===== src/rtl/asg_trig_sched.sv =====
`default_nettype none
// ============================================================================
// Module   : asg_trig_sched
// Purpose  : Trigger pulse-train scheduler for the arbitrary signal generator
//            (dac_clk domain). A train starts on a software start or on an
//            external trigger edge and runs: start delay, then N pulses of
//            programmable width at a fixed period (N = 0 repeats forever).
// Options  : ASG_TRIG_SCHED_CNT_EN - expose the completed-pulse count on cnt_o
//            (otherwise cnt_o is tied to zero).
// Revision : 1.0 - initial release
// ============================================================================
module asg_trig_sched #(
   parameter int CW = 32
) (
   input  logic          dac_clk_i,
   input  logic          dac_rstn_i,
   input  logic          start_i,
   input  logic          stop_i,
   input  logic          use_ext_i,
   input  logic          ext_trig_i,
   input  logic [CW-1:0] delay_i,
   input  logic [CW-1:0] per_i,
   input  logic [CW-1:0] wid_i,
   input  logic [CW-1:0] num_i,
   output logic          trig_o,
   output logic          busy_o,
   output logic          done_o,
   output logic [CW-1:0] cnt_o
);

   localparam logic [CW-1:0] c_zero = '0;
   localparam logic [CW-1:0] c_one  = CW'(1);

   typedef enum logic [2:0] {
      S_IDLE  = 3'd0,
      S_ARM   = 3'd1,
      S_DELAY = 3'd2,
      S_PULSE = 3'd3,
      S_GAP   = 3'd4
   } state_t;

   state_t        r_state;
   state_t        w_state_nxt;
   logic [CW-1:0] r_cnt;          // delay count, then cycles since pulse start
   logic [CW-1:0] w_cnt_nxt;
   logic [CW-1:0] r_pulses;       // completed pulses in the current train
   logic [CW-1:0] w_pulses_nxt;
   logic [CW-1:0] w_pulses_inc;
   logic [CW-1:0] r_delay;
   logic [CW-1:0] r_wid_m1;       // effective width - 1
   logic [CW-1:0] r_per_m1;       // effective period - 1
   logic [CW-1:0] r_num;
   logic          r_ext_q;
   logic          r_done_p;
   logic          w_done_p_nxt;
   logic          w_accept;
   logic          w_edge;
   logic          w_last;
   logic [CW-1:0] w_wid_e;
   logic [CW-1:0] w_per_m1;

   // The state register runs one cycle ahead of the registered outputs, which
   // gives the fixed one-cycle trigger latency and keeps outputs glitch-free.
   assign w_accept = (r_state == S_IDLE) && !busy_o && start_i && !stop_i;
   assign w_edge   = ext_trig_i && !r_ext_q;
   assign w_last   = (r_num != c_zero) && (r_pulses == r_num);

   // Clamp width to >= 1 and period to >= width + 1, expressed as period - 1
   // so the all-ones width case cannot overflow.
   assign w_wid_e  = (wid_i == c_zero) ? c_one : wid_i;
   assign w_per_m1 = (per_i > w_wid_e) ? (per_i - c_one) : w_wid_e;

`ifdef ASG_TRIG_SCHED_CNT_EN
   assign w_pulses_inc = (&r_pulses) ? r_pulses : (r_pulses + c_one);
`else
   // Only the num compare needs the count, so infinite trains leave it alone.
   assign w_pulses_inc = (r_num == c_zero) ? r_pulses : (r_pulses + c_one);
`endif

   // Edge detector history, tracked in every state.
   always_ff @(posedge dac_clk_i) begin
      r_ext_q <= ext_trig_i;
   end

   // State, counters and pending-done register.
   always_ff @(posedge dac_clk_i) begin
      if (!dac_rstn_i) begin
         r_state  <= S_IDLE;
         r_cnt    <= c_zero;
         r_pulses <= c_zero;
         r_done_p <= 1'b0;
      end else begin
         r_state  <= w_state_nxt;
         r_cnt    <= w_cnt_nxt;
         r_pulses <= w_pulses_nxt;
         r_done_p <= w_done_p_nxt;
      end
   end

   // Next-state and counter logic; stop overrides everything.
   always_comb begin
      w_state_nxt  = r_state;
      w_cnt_nxt    = r_cnt;
      w_pulses_nxt = r_pulses;
      w_done_p_nxt = 1'b0;
      if (stop_i) begin
         w_state_nxt = S_IDLE;
      end else begin
         case (r_state)
            S_IDLE: begin
               if (w_accept) begin
                  w_cnt_nxt    = c_zero;
                  w_pulses_nxt = c_zero;
                  if (use_ext_i)
                     w_state_nxt = S_ARM;
                  else if (delay_i == c_zero)
                     w_state_nxt = S_PULSE;
                  else
                     w_state_nxt = S_DELAY;
               end
            end
            S_ARM: begin
               if (w_edge) begin
                  w_cnt_nxt   = c_zero;
                  w_state_nxt = (r_delay == c_zero) ? S_PULSE : S_DELAY;
               end
            end
            S_DELAY: begin
               if (r_cnt == (r_delay - c_one)) begin
                  w_cnt_nxt   = c_zero;
                  w_state_nxt = S_PULSE;
               end else begin
                  w_cnt_nxt = r_cnt + c_one;
               end
            end
            S_PULSE: begin
               w_cnt_nxt = r_cnt + c_one;
               if (r_cnt == r_wid_m1) begin
                  w_state_nxt  = S_GAP;
                  w_pulses_nxt = w_pulses_inc;
               end
            end
            S_GAP: begin
               if (r_cnt == r_per_m1) begin
                  w_cnt_nxt = c_zero;
                  if (w_last) begin
                     w_state_nxt  = S_IDLE;
                     w_done_p_nxt = 1'b1;
                  end else begin
                     w_state_nxt = S_PULSE;
                  end
               end else begin
                  w_cnt_nxt = r_cnt + c_one;
               end
            end
            default: w_state_nxt = S_IDLE;
         endcase
      end
   end

   // Configuration snapshot taken when a start is accepted.
   always_ff @(posedge dac_clk_i) begin
      if (!dac_rstn_i) begin
         r_delay  <= c_zero;
         r_wid_m1 <= c_zero;
         r_per_m1 <= c_one;
         r_num    <= c_zero;
      end else if (w_accept) begin
         r_delay  <= delay_i;
         r_wid_m1 <= w_wid_e - c_one;
         r_per_m1 <= w_per_m1;
         r_num    <= num_i;
      end
   end

   // Registered outputs; a stop forces them low on the following cycle.
   always_ff @(posedge dac_clk_i) begin
      if (!dac_rstn_i) begin
         trig_o <= 1'b0;
         busy_o <= 1'b0;
         done_o <= 1'b0;
      end else begin
         trig_o <= !stop_i && (r_state == S_PULSE);
         busy_o <= !stop_i && (r_state != S_IDLE);
         done_o <= !stop_i && r_done_p;
      end
   end

`ifdef ASG_TRIG_SCHED_CNT_EN
   logic [CW-1:0] r_cnt_out;

   // Visible pulse count: cleared on accepted start, otherwise follows the
   // internal count so it updates on the cycle trig_o falls.
   always_ff @(posedge dac_clk_i) begin
      if (!dac_rstn_i)
         r_cnt_out <= c_zero;
      else if (w_accept)
         r_cnt_out <= c_zero;
      else
         r_cnt_out <= r_pulses;
   end

   assign cnt_o = r_cnt_out;
`else
   assign cnt_o = c_zero;
`endif

endmodule
`default_nettype wire


===== config.mk =====
export PLATFORM = sky130hd
export DESIGN_NAME = asg_trig_sched
export DESIGN_NICKNAME = d
export VERILOG_FILES = /design/src/rtl/asg_trig_sched.sv
export SDC_FILE = /design/constraint.sdc
export NUM_CORES = 1
export LEC_CHECK = 0
export CAP_MARGIN = 20
export CORE_MARGIN = 10
export CORE_UTILIZATION = 45
export CTS_CLUSTER_DIAMETER = 30
export DETAILED_ROUTE_END_ITERATION = 7
export PLACE_DENSITY = 0.7
export SLEW_MARGIN = 10
export SYNTH_ARGS = -nofsm -noshare
export SYNTH_HDL_FRONTEND = slang
export SYNTH_SLANG_ARGS = --single-unit

===== constraint.sdc =====
create_clock -name dac_clk_i -period 3.77 [get_ports dac_clk_i]
set_input_delay 0.5655 -clock dac_clk_i [delete_from_list [all_inputs] [get_ports dac_clk_i]]
set_output_delay 0.5655 -clock dac_clk_i [all_outputs]
set_load 0.005 [all_outputs]

==> reports/summary.txt <==
status: complete, no violations
Crit Path Class: input port to register
Unique masters post-synth: 74
total global-route track usage: 21.2%
Crit Reg-Reg Endpoint: r_cnt[22]$_SDFFE_PN0P_
clock period minus final worst setup slack: 3.54 ns
Max Clock Freq: 283 MHz
Final #Nets: 1,991
Sequential cell area: 0.00400 mm2
unrepaired setup endpoints after global routing: false
DRT Pass-1 Iters: 5
DR WL/cell: 17.7 um
crit share post-route: 93.8%
Worst setup startpoint: wid_i[23]
first-pass GRT wire length: 62,100 um
Setup crit end: r_per_m1[20]$_SDFFE_PN0P_
fill count: 2,567
final hold violation count: 0
area of the multi-input gates: 0.00801 mm2
CTS Buf Count: 17
worst-case clock buffer depth: 2
die width: 188 um
worst-margin pin slew: 0.993 ns
number of synthesized flops with an enable pin: 0
Core Region: 0.0279 mm2
Synth Instances: 1,659
Max-slew headroom: 33.8%
vias post-DR: 12,216
Crit Path Max Fanout: 25
post-CTS setup buffers: 0
clk sinks: 200
DP HPWL: 30,700 um
sequential-to-total area share from yosys stat: 31.4%
initial core utilization: 45.8%
Seq cells post-synth: 200
GPL Wtd Cong: 1.05
Setup Viol. Count Final: 0
Synth warnings: 0
vias in the first global route: 11,528
Worst Hold Class: register to register
Max-Cap Viols: 0
aggregate negative setup slack: 0 ns
largest net degree at the start of global routing: 94
Area Overhead vs Synth: 21.3%
clk root buf: clkbuf_16
clock-pin slew on the worst setup and hold paths: 0.09 ns
Synth Area per Inst: 7.69 um2
DIE AREA: 0.0355 mm2
routed wire length: 39,100 um
Inserted Diodes: 0
die height: 188 um
peak supply drop: 0.286 mV
Via-to-Cell Ratio: 5.53
# rows: 61
IO Pins: 169
Worst Setup End Kind: register
required time of the critical path: 4.07 ns
Post-synth top flop: dfxtp_1
clk_lat worst skew: 0.45 ns
Lkg Pwr: 6.15 nW
Fin Hold WS: 0.427 ns
max-slew violation count: 0
pwr dens: 340 mW/mm2
PostCTS Resize Cnt: 0
Critical R2R Launch: r_delay[1]$_SDFFE_PN0P_
fraction of layout cells with a size suffix above 1: 9.33%
Async SR Flop Fraction: 0%
Data arrival, critical path: 3.84 ns
worst clock skew: 0.0206 ns
CTS tree: built
DRC: 0
FF-to-FF setup slack: 0.26 ns
crit start category: input port
Starting DRT DRC Count: 1,149
R2R cell count: 12
initial antenna violation count: 0
PortBufs: 136
antenna viol nets, final: 0
Mapped Area: 0.0128 mm2
CTS H-tree lvls: 4
hold_buf cts: 0
grt total ovfl: 0
how the worst min path moves through the flow:
stage                   startpoint                end  slack (ns)  cells after the start
6_report       r_done_p$_SDFF_PP0_  done_o$_SDFF_PN0_        0.43                      1
4_1_cts        r_done_p$_SDFF_PP0_  done_o$_SDFF_PN0_        0.43                      1
3_3_place_gp   r_done_p$_SDFF_PP0_  done_o$_SDFF_PN0_        0.41                      1
5_1_grt        r_done_p$_SDFF_PP0_  done_o$_SDFF_PN0_        0.48                      1
3_5_place_dp   r_done_p$_SDFF_PP0_  done_o$_SDFF_PN0_        0.41                      1
2_1_floorplan  r_done_p$_SDFF_PP0_  done_o$_SDFF_PN0_        0.41                      1
critical path, stage by stage:
cell	delay, ns
clkdlybuf4s50_1	0.42
or4_1	0.54
nor4_1	0.19
buf_4	0.16
and2_1	0.18
a21o_1	0.15
ha_1	0.14
nor2b_1	0.04
o21a_1	0.16
o21a_1	0.16
o21bai_1	0.12
a21oi_1	0.08
o211ai_1	0.25
nand2_2	0.11
buf_4	0.25
mux2i_1	0.20
o21ai_0	0.10
cell type report:
cell class	count	area share [%]
multi-input combinational	1302	51.8
sequential	200	25.9
timing repair buffer	241	14.0
tap	378	3.06
clock buffer	18	2.84
inverter	58	1.41
clock inverter	14	1.08
state kept, by name, indices dropped and copies added (netlist names):
signal    count
busy_o        1
done_o        1
r_cnt        32
r_delay      32
r_done_p      1
r_ext_q       1
r_num        32
r_per_m1     32
r_pulses     32
r_state       3
r_wid_m1     32
trig_o        1
kinds of logic after synthesis:
group	count (synthesis)	synth area share (%)
xor gates and xnor gates	217	14.9
DFF	200	31.4
adders and majority gates	37	3.63
buffers and inverters	188	6.91
muxes	16	1.26
and+or+nand+nor	714	27.7
other	1	0.0294
AOI/OAI and AO/OA	286	14.2
placed cells by master (no fill, tap or decap), types with 5 or more instances in the layout:
cell type | netlist | routed
or4_1 | 11 | 11
clkdlybuf4s50_1 | 0 | 136
a21oi_1 | 95 | 94
ha_1 | 37 | 37
xnor2_1 | 109 | 109
o21ai_0 | 41 | 41
o21ai_1 | 24 | 24
nor2_1 | 135 | 135
nand2_1 | 254 | 253
a21o_1 | 16 | 16
nor2b_1 | 14 | 14
nand3_1 | 78 | 77
nand4_1 | 38 | 38
a211oi_1 | 23 | 23
inv_1 | 58 | 57
xor2_1 | 108 | 108
and3_1 | 13 | 12
dfxtp_1 | 200 | 200
mux2i_1 | 16 | 16
nor3_1 | 46 | 45
o311ai_0 | 12 | 12
nand2b_1 | 11 | 11
a31oi_1 | 7 | 7
conb_1 | 1 | 32
buf_4 | 34 | 104
o22ai_1 | 10 | 10
nor4_1 | 50 | 50
or3_1 | 21 | 21
nor4_2 | 5 | 5
clkbuf_16 | 0 | 17
clkinv_8 | 0 | 5
and4_1 | 5 | 5
o211ai_1 | 23 | 23
o21a_1 | 6 | 6
and2_1 | 6 | 6
per-layer routing:
layer  global-route usage, %  vias up  share of wire, %
met1                    30.3     5717                48
li1                        -     6038                 -
met3                    3.43       31               5.9
met4                    4.79        0               1.4
met2                    32.5      430                44
met5                       0        -                 0
synthesized netlist by cell type (all sizes together) (3+ instances only):
cell type,count,area (um2)
nor4,57,418
and3,13,81.3
o21a,6,45.0
o21bai,4,30.0
o21ai,65,325
a21o,16,120
xor2,108,946
xnor2,109,955
or2,4,25.0
a2111oi,3,38.8
or4,13,105
inv,58,218
nand2b,12,82.6
a31oi,7,43.8
mux2i,16,160
o22ai,10,62.6
a211oi,25,198
nand4,39,250
nor2,136,527
or3,21,131
nand3,78,390
nor2b,14,87.6
and4,6,55.1
o211ai,23,173
and2,6,37.5
ha,37,463
dfxtp,200,4000
clkbuf,70,264
a21oi,96,492
o311ai,12,105
nor3,47,240
buf,60,399
nand2,254,953
a2bb2oi,3,26.3
nor4b,5,73.8
per-stage QoR:
step / cells / setup slack (ns) / total power [mW] / util [%] / area (um2)
floorplan: 1690 / 0.115 / 3.00 / - / 12900
global placement: 2179 / -0.146 / 3.40 / 53.3 / 14900
detailed placement: 2179 / -0.240 / 3.42 / 53.3 / 14900
CTS: 2211 / 0.228 / 5.27 / 55.5 / 15500
global route: 2211 / 0.0195 / 5.48 / 55.5 / 15500
finish: 2211 / 0.232 / 5.27 / 55.5 / 15500
power breakdown:
| group | internal (mW) | total [mW] | leakage (nW) | switching [mW] |
|---|---|---|---|---|
| Sequential | 2.21 | 2.32 | 1.63 | 0.111 |
| Clock | 0.916 | 1.87 | 0.292 | 0.952 |
| Combinational | 0.496 | 1.08 | 4.23 | 0.586 |
| Total | 3.62 | 5.27 | 6.15 | 1.65 |
(Power assumes the default switching activity.)
